### src/rtl/btn_cmd_conditioner.sv
// Two-channel push-button conditioner: 2-FF synchronizer and debounce FSM per
// button, then a registered arbiter that turns confirmed presses into one-cycle commands.

module btn_cmd_channel #(
  parameter int DEBOUNCE_CYCLES = 12000,
  parameter int CNT_W           = 14
) (
  input  logic clk,
  input  logic reset,
  input  logic btn_raw,
  output logic fire,
  output logic held
);

  typedef enum logic [1:0] {
    ST_IDLE      = 2'b00,
    ST_ARMING    = 2'b01,
    ST_HELD      = 2'b10,
    ST_RELEASING = 2'b11
  } state_t;

  localparam logic [CNT_W-1:0] CNT_ZERO = {CNT_W{1'b0}};
  localparam logic [CNT_W-1:0] CNT_ONE  = {{(CNT_W-1){1'b0}}, 1'b1};
  localparam logic [CNT_W-1:0] CNT_LAST = CNT_W'(DEBOUNCE_CYCLES - 1);

  logic             sync_1_r;
  logic             sync_2_r;
  state_t           state_r;
  state_t           state_s;
  logic [CNT_W-1:0] cnt_r;
  logic [CNT_W-1:0] cnt_s;
  logic             fire_s;
  logic             release_s;
  logic             fire_r;
  logic             held_r;

  // Two-flop synchronizer; only sync_2_r is ever looked at by the FSM.
  always_ff @(posedge clk or posedge reset) begin
    if (reset) begin
      sync_1_r <= 1'b0;
      sync_2_r <= 1'b0;
    end else begin
      sync_1_r <= btn_raw;
      sync_2_r <= sync_1_r;
    end
  end

  // Debounce next-state logic: the IDLE/HELD entry sample counts as the first of the run.
  always_comb begin
    state_s   = state_r;
    cnt_s     = cnt_r;
    fire_s    = 1'b0;
    release_s = 1'b0;
    case (state_r)
      ST_IDLE: begin
        if (sync_2_r) begin
          state_s = ST_ARMING;
          cnt_s   = CNT_ONE;
        end else begin
          state_s = ST_IDLE;
        end
      end
      ST_ARMING: begin
        if (!sync_2_r) begin
          state_s = ST_IDLE;
        end else if (cnt_r == CNT_LAST) begin
          state_s = ST_HELD;
          fire_s  = 1'b1;
        end else begin
          cnt_s = cnt_r + CNT_ONE;
        end
      end
      ST_HELD: begin
        if (!sync_2_r) begin
          state_s = ST_RELEASING;
          cnt_s   = CNT_ONE;
        end else begin
          state_s = ST_HELD;
        end
      end
      ST_RELEASING: begin
        if (sync_2_r) begin
          state_s = ST_HELD;
        end else if (cnt_r == CNT_LAST) begin
          state_s   = ST_IDLE;
          release_s = 1'b1;
        end else begin
          cnt_s = cnt_r + CNT_ONE;
        end
      end
      default: begin
        state_s = ST_IDLE;
        cnt_s   = CNT_ZERO;
      end
    endcase
  end

  // State, counter and registered fire/held; held rises one edge after fire_r,
  // aligned with the arbitrated command pulse.
  always_ff @(posedge clk or posedge reset) begin
    if (reset) begin
      state_r <= ST_IDLE;
      cnt_r   <= CNT_ZERO;
      fire_r  <= 1'b0;
      held_r  <= 1'b0;
    end else begin
      state_r <= state_s;
      cnt_r   <= cnt_s;
      fire_r  <= fire_s;
      if (fire_r) begin
        held_r <= 1'b1;
      end else if (release_s) begin
        held_r <= 1'b0;
      end else begin
        held_r <= held_r;
      end
    end
  end

  assign fire = fire_r;
  assign held = held_r;

endmodule

module btn_cmd_conditioner #(
  parameter int DEBOUNCE_CYCLES = 12000,
  parameter int CNT_W           = 14
) (
  input  logic clk,
  input  logic reset,
  input  logic btn_a_raw,
  input  logic btn_b_raw,
  output logic cmd_a,
  output logic cmd_b,
  output logic held_a,
  output logic held_b,
  output logic collision
);

  logic fire_a_s;
  logic fire_b_s;
  logic held_a_s;
  logic held_b_s;
  logic cmd_a_r;
  logic cmd_b_r;
  logic collision_r;

  btn_cmd_channel #(
    .DEBOUNCE_CYCLES(DEBOUNCE_CYCLES),
    .CNT_W          (CNT_W)
  ) u_chan_a (
    .clk    (clk),
    .reset  (reset),
    .btn_raw(btn_a_raw),
    .fire   (fire_a_s),
    .held   (held_a_s)
  );

  btn_cmd_channel #(
    .DEBOUNCE_CYCLES(DEBOUNCE_CYCLES),
    .CNT_W          (CNT_W)
  ) u_chan_b (
    .clk    (clk),
    .reset  (reset),
    .btn_raw(btn_b_raw),
    .fire   (fire_b_s),
    .held   (held_b_s)
  );

  // Arbiter: a same-edge double acceptance becomes collision, never {cmd_a,cmd_b}=11.
  always_ff @(posedge clk or posedge reset) begin
    if (reset) begin
      cmd_a_r     <= 1'b0;
      cmd_b_r     <= 1'b0;
      collision_r <= 1'b0;
    end else begin
      cmd_a_r     <= fire_a_s & ~fire_b_s;
      cmd_b_r     <= fire_b_s & ~fire_a_s;
      collision_r <= fire_a_s & fire_b_s;
    end
  end

  assign cmd_a     = cmd_a_r;
  assign cmd_b     = cmd_b_r;
  assign collision = collision_r;
  assign held_a    = held_a_s;
  assign held_b    = held_b_s;

endmodule


### config.mk
export PLATFORM = sky130hd
export DESIGN_NAME = btn_cmd_conditioner
export DESIGN_NICKNAME = d
export VERILOG_FILES = /design/src/rtl/btn_cmd_conditioner.sv
export SDC_FILE = /design/constraint.sdc
export NUM_CORES = 1
export LEC_CHECK = 0
export CAP_MARGIN = 15
export CORE_MARGIN = 8
export CORE_UTILIZATION = 40
export DETAILED_ROUTE_END_ITERATION = 12
export PLACE_DENSITY = 0.66
export SLEW_MARGIN = 30
export SYNTH_ARGS = -nofsm -noshare
export SYNTH_HDL_FRONTEND = slang
export SYNTH_SLANG_ARGS = --single-unit
### constraint.sdc
create_clock -name clk -period 2.2 [get_ports clk]
set_input_delay 0.22 -clock clk [delete_from_list [all_inputs] [get_ports clk]]
set_output_delay 0.22 -clock clk [all_outputs]
set_load 0.005 [all_outputs]
* Word-level counts from Yosys, hierarchy flattened
Index checks and enable logic that the tools add are counted. W data, S select, Z words.
Storage, ports and cells: register bits after elaboration 43, input bits 4, output and inout bits 5, logic and storage cells 90
Operators by class: $add $sub $neg 2, equality and inequality tests 20, multiplexer cells 40, bitwise logic cells 5, reduce and logical (&&, ||, !) cells 8
Operators with widths (count):
- $mux W14 | 10
- $pmux W14 S4 | 2
- $add A14 B1 Y14 const B | 2
- $eq A14 B14 Y1 const B | 2
- $mux W1 | 18
- $mux W2 | 8
- $pmux W2 S4 | 2
- $eq A2 B2 Y1 const B | 4
- $ne A2 B1 Y1 const B | 4
- $ne A2 B2 Y1 const B | 4
- $reduce_and A4 Y1 | 2
- $ne A3 B1 Y1 const B | 2
- $ne A3 B3 Y1 const B | 2
- $eq A2 B1 Y1 const B | 2
- $logic_not A2 Y1 | 2
- $reduce_and A2 Y1 | 2
- $reduce_bool A2 Y1 | 2
- $and A1 B1 Y1 | 3
- $not A1 Y1 | 2

* Logic depth before layout (Yosys ltp)
Gate-level depths: netlist (run 1).
depth in word-level cells 6, mapped depth 7

* By module
From an unflattened synthesis (run 1), not the netlist that was laid out.
Unflattened totals: cells, all modules 231, area, all modules 2296.0 um^2
By module, submodules not included:
- btn_cmd_channel | instances 2, cells an instance 112, area each 1097.3 um^2, sequential area each 500.5 um^2
- btn_cmd_conditioner | instances 1, cells an instance 7, area each 101.3 um^2, sequential area each 75.1 um^2

* Worst setup path after synthesis (run 1)
OpenSTA, ideal clock, no wires.
kind flip-flop to flip-flop, start point register u_chan_a.cnt_r[0], end point register u_chan_a.cnt_r[1], library setup time 0.121 ns, arrival 1.777 ns, data required time 2.079 ns, setup slack 0.302 ns, stages on the path, launching flop included 7, period minus slack after synthesis 1.898 ns, path through dfrtp_1 -> ha_1 -> nand4_1 -> or4_4 -> buf_6 -> and2_4 -> a22o_1
Between the ends: longest elaborated chain between the ends 4
Ends and longest elaborated chain:
- start, declared | line 30 | logic [CNT_W-1:0] cnt_r;
- start signal, assigned | line 108 | cnt_r <= cnt_s;
- $add A14 B1 Y14 or $eq A14 B14 Y1 (tied branches)
- $mux W14 * | line 66, 84
- $mux W14 (on tied branches) | line 82, 64
- $pmux W14 S4 * | line 54 | case (state_r)
Mark *: on every way between the ends. The rest lies on a longest branch, timed or not. The select of a mux whose other input is x is not followed. A chain may end at the register's enable or synchronous reset.

* Worst setup path after layout (run 1)
start point register u_chan_a.cnt_r[1], end point register u_chan_a.cnt_r[1]
Same word-level chain as after synthesis.

==> results of run 1 <==
path summary, 6_finish.rpt:
kind                                               startpoint                               to  slack (ps)
min in group asynchronous                               reset  u_chan_a.state_r[0]$_DFFE_PP0P_         360
worst min-delay path              u_chan_b.sync_1_r$_DFF_PP0_      u_chan_b.sync_2_r$_DFF_PP0_         350
max in group asynchronous                               reset      u_chan_a.sync_2_r$_DFF_PP0_        1470
worst max register to register  u_chan_a.cnt_r[1]$_DFFE_PP0P_    u_chan_a.cnt_r[1]$_DFFE_PP0P_         150
worst max-delay path            u_chan_a.cnt_r[1]$_DFFE_PP0P_    u_chan_a.cnt_r[1]$_DFFE_PP0P_         150
worst min register to register    u_chan_b.sync_1_r$_DFF_PP0_      u_chan_b.sync_2_r$_DFF_PP0_         350
power by group:
group	switching (mW)	internal (mW)
registers	0.0367	0.820
logic	0.0699	0.0484
clock network	0.283	0.453
total	0.390	1.32
registers in the layout, summed over array words and instances, names as in the netlist, named ones only:
| name | cells |
|---|---|
| u_chan_a.sync_1_r | 1 |
| u_chan_b.cnt_r | 14 |
| cmd_b | 1 |
| u_chan_b.state_r | 1 |
| u_chan_a.held | 1 |
| cmd_a | 1 |
| u_chan_a.sync_2_r | 1 |
| collision | 1 |
| u_chan_b.sync_2_r | 1 |
| u_chan_a.fire | 1 |
| u_chan_a.cnt_r | 14 |
| u_chan_b.held | 1 |
| u_chan_b.sync_1_r | 1 |
| u_chan_a.state_r | 1 |
| u_chan_b.fire | 1 |
critical path: cells and delay by family (launching register included):
| family | cells | cell delay (ps) |
|---|---|---|
| AOI/OAI and AO/OA | 1 | 220 |
| adders and majority gates | 1 | 270 |
| DFF | 1 | 450 |
| and+or+nand+nor | 3 | 1010 |
layer usage:
layer	up-vias	share of wire (%)	global-route usage, %
li1	886	-	-
met1	913	52	17.1
met2	45	42	17.1
met3	6	4.2	2.63
met4	0	1.4	5.18
met5	-	0	0
synth_stat cells, drive strengths merged (5+ instances only):
cell | number | area, um2
clkbuf | 6 | 22.5
nand4 | 14 | 87.6
or4 | 12 | 95.1
a31oi | 10 | 62.6
and2 | 7 | 46.3
dfrtp | 43 | 1080
inv | 9 | 33.8
o31ai | 10 | 75.1
and3 | 6 | 38.8
a21boi | 10 | 75.1
o21ai | 8 | 43.8
nand2 | 13 | 48.8
buf | 5 | 30.0
nor4 | 5 | 46.3
and4 | 6 | 53.8
nand3 | 13 | 65.1
cell type report:
cell class,count,area (um2),share of cell area (%)
Timing Repair Buffer,14,125,4.85
Sequential cell,43,1080,41.7
Clock inverter,3,67.6,2.62
Inverter,9,33.8,1.31
Multi-Input combinational cell,159,1120,43.3
Tap cell,72,90.1,3.50
Clock buffer,5,68.8,2.67
logic make-up (layout without fill, tap and decap cells):
family          Yosys count  after routing  share of synthesized area, %
flops                    43             43                          47.3
buf+inv                  20             31                          3.79
xor+xnor                  3              3                          1.15
mux                       5              5                          2.31
compound gates           52             52                          16.3
simple gates             97             97                          28.1
fa+ha+maj                 2              2                          1.10
==> reports/metrics.yaml, run 1 <==
clock_tree:
  clock-root-buffer: "clkbuf_8"
  htreeDepth: 2
  cts_tree: "built"
  clockBufferDepth: 2
  numCtsBuffers: 5
  clk_pin_slew_ps: 80
  cts_setup_buffers: 0
  clock_sinks: 43
  cts_hold_buf: 0
  post_cts_resized: 0
  insertion_delay_ps: 300
synth:
  synth_cell_type_count: 53
  postSynthAreaPerCell_um2: 10.3
  syn_inst: 222
  synthArstFlopShare_pct: 100
  synthesis.nets: 228
  ys_seq_elements: 43
  ys.warnings.count: 0
  synth-seq-area-share_pct: 47.3
  synth_flop_cell: "dfrtp_1"
  synth_edf_count: 0
  synth_area_um2: 2280
critical_path:
  cp-end-kind: "register"
  required_ps: 2390
  slowest_stage: "or4_4"
  path_cells: "ha_1, nand4_1, or4_4, and2_4, a22o_1"
  cp_max_fo: 9
  critPathKind: "reg -> reg"
  worstRegToRegCells: 5
  cp_data_arrival_time_ps: 2250
  slowest_delay_ps: 600
  worstSetupStartpointType: "register"
sta:
  fin_tns_setup_ps: 0
  finalHoldViolCount: 0
  setup_slack_ps: 146
  fmaxAchievable_ghz: 0.487
  finalCriticalPeriod_ps: 2050
  slew_viol_final: 0
  timing.final.crit_share_pct: 93.4
  report.final.setup_viol: 0
  relSlewSlack_pct: 56.8
  clock-skew-final_ps: 6.30
  rsz0062_at_grt: "no"
  tightestPinTransition_ps: 643
  holdWs_ps: 354
grt:
  grt_antenna_before_repair: 0
  grt_use_total_pct: 12.1
  grt_pass1_wl_mm: 8.51
  grt_max_degree: 44
  overflow: 0
  grt_pass1_vias: 1821
detailed_routing:
  routedWlPerCell_um: 15.7
  ant_nets: 0
  drc: 0
  drtIter0Drc: 178
  first_pass_iters: 4
  viasPerCell: 6.07
  vias: 1850
  routed_wl_mm: 4.80
die:
  boundaryPins: 9
  row_count: 27
  start_util_pct: 41.4
  die_area_um2: 8360
  die_x_um: 91.5
  placeableCoreArea_um2: 5510
  die_y_um: 91.5
layout:
  design_area_um2: 2580
  final_common_cell: "dfrtp_1"
  fillCellCount: 502
  nNetsFinal: 238
  final_util_pct: 46.8
  num_antenna_cells: 0
  instances_no_fill: 305
  drive_above_1_share_pct: 11.6
  final_cell_mix: "dfrtp_1 (43), nand4_1 (14), nand2_1 (13), nand3_1 (13)"
  areaGrowthSynthToFinish_pct: 13.2
hold_path:
  hold_depth: 0
  hold_class: "reg -> reg"
place:
  place_congestion: 0.895
  place_hpwl_mm: 3.29
  preCtsSetupSlack_ps: 189
  numPortBuffers: 8
  placed_cell_area_um2: 2440
  dp.cells: 297
status:
  status: "completed"
job:
  maxCapViolCount: 0
pwr:
  power_mw: 1.71
  p_leak_nw: 1.06
  cellPowerDensity_nw_per_um2: 664
  peakVddDrop_mv: 0.407
Note: power is estimated with default switching activity, not from simulation.
==> inputs of run 2 (changes only) <==
- CTS_CLUSTER_SIZE: unset -> 28
==> results of run 2 <==
Final layout, timing and power as in run 1 (identical DEF).
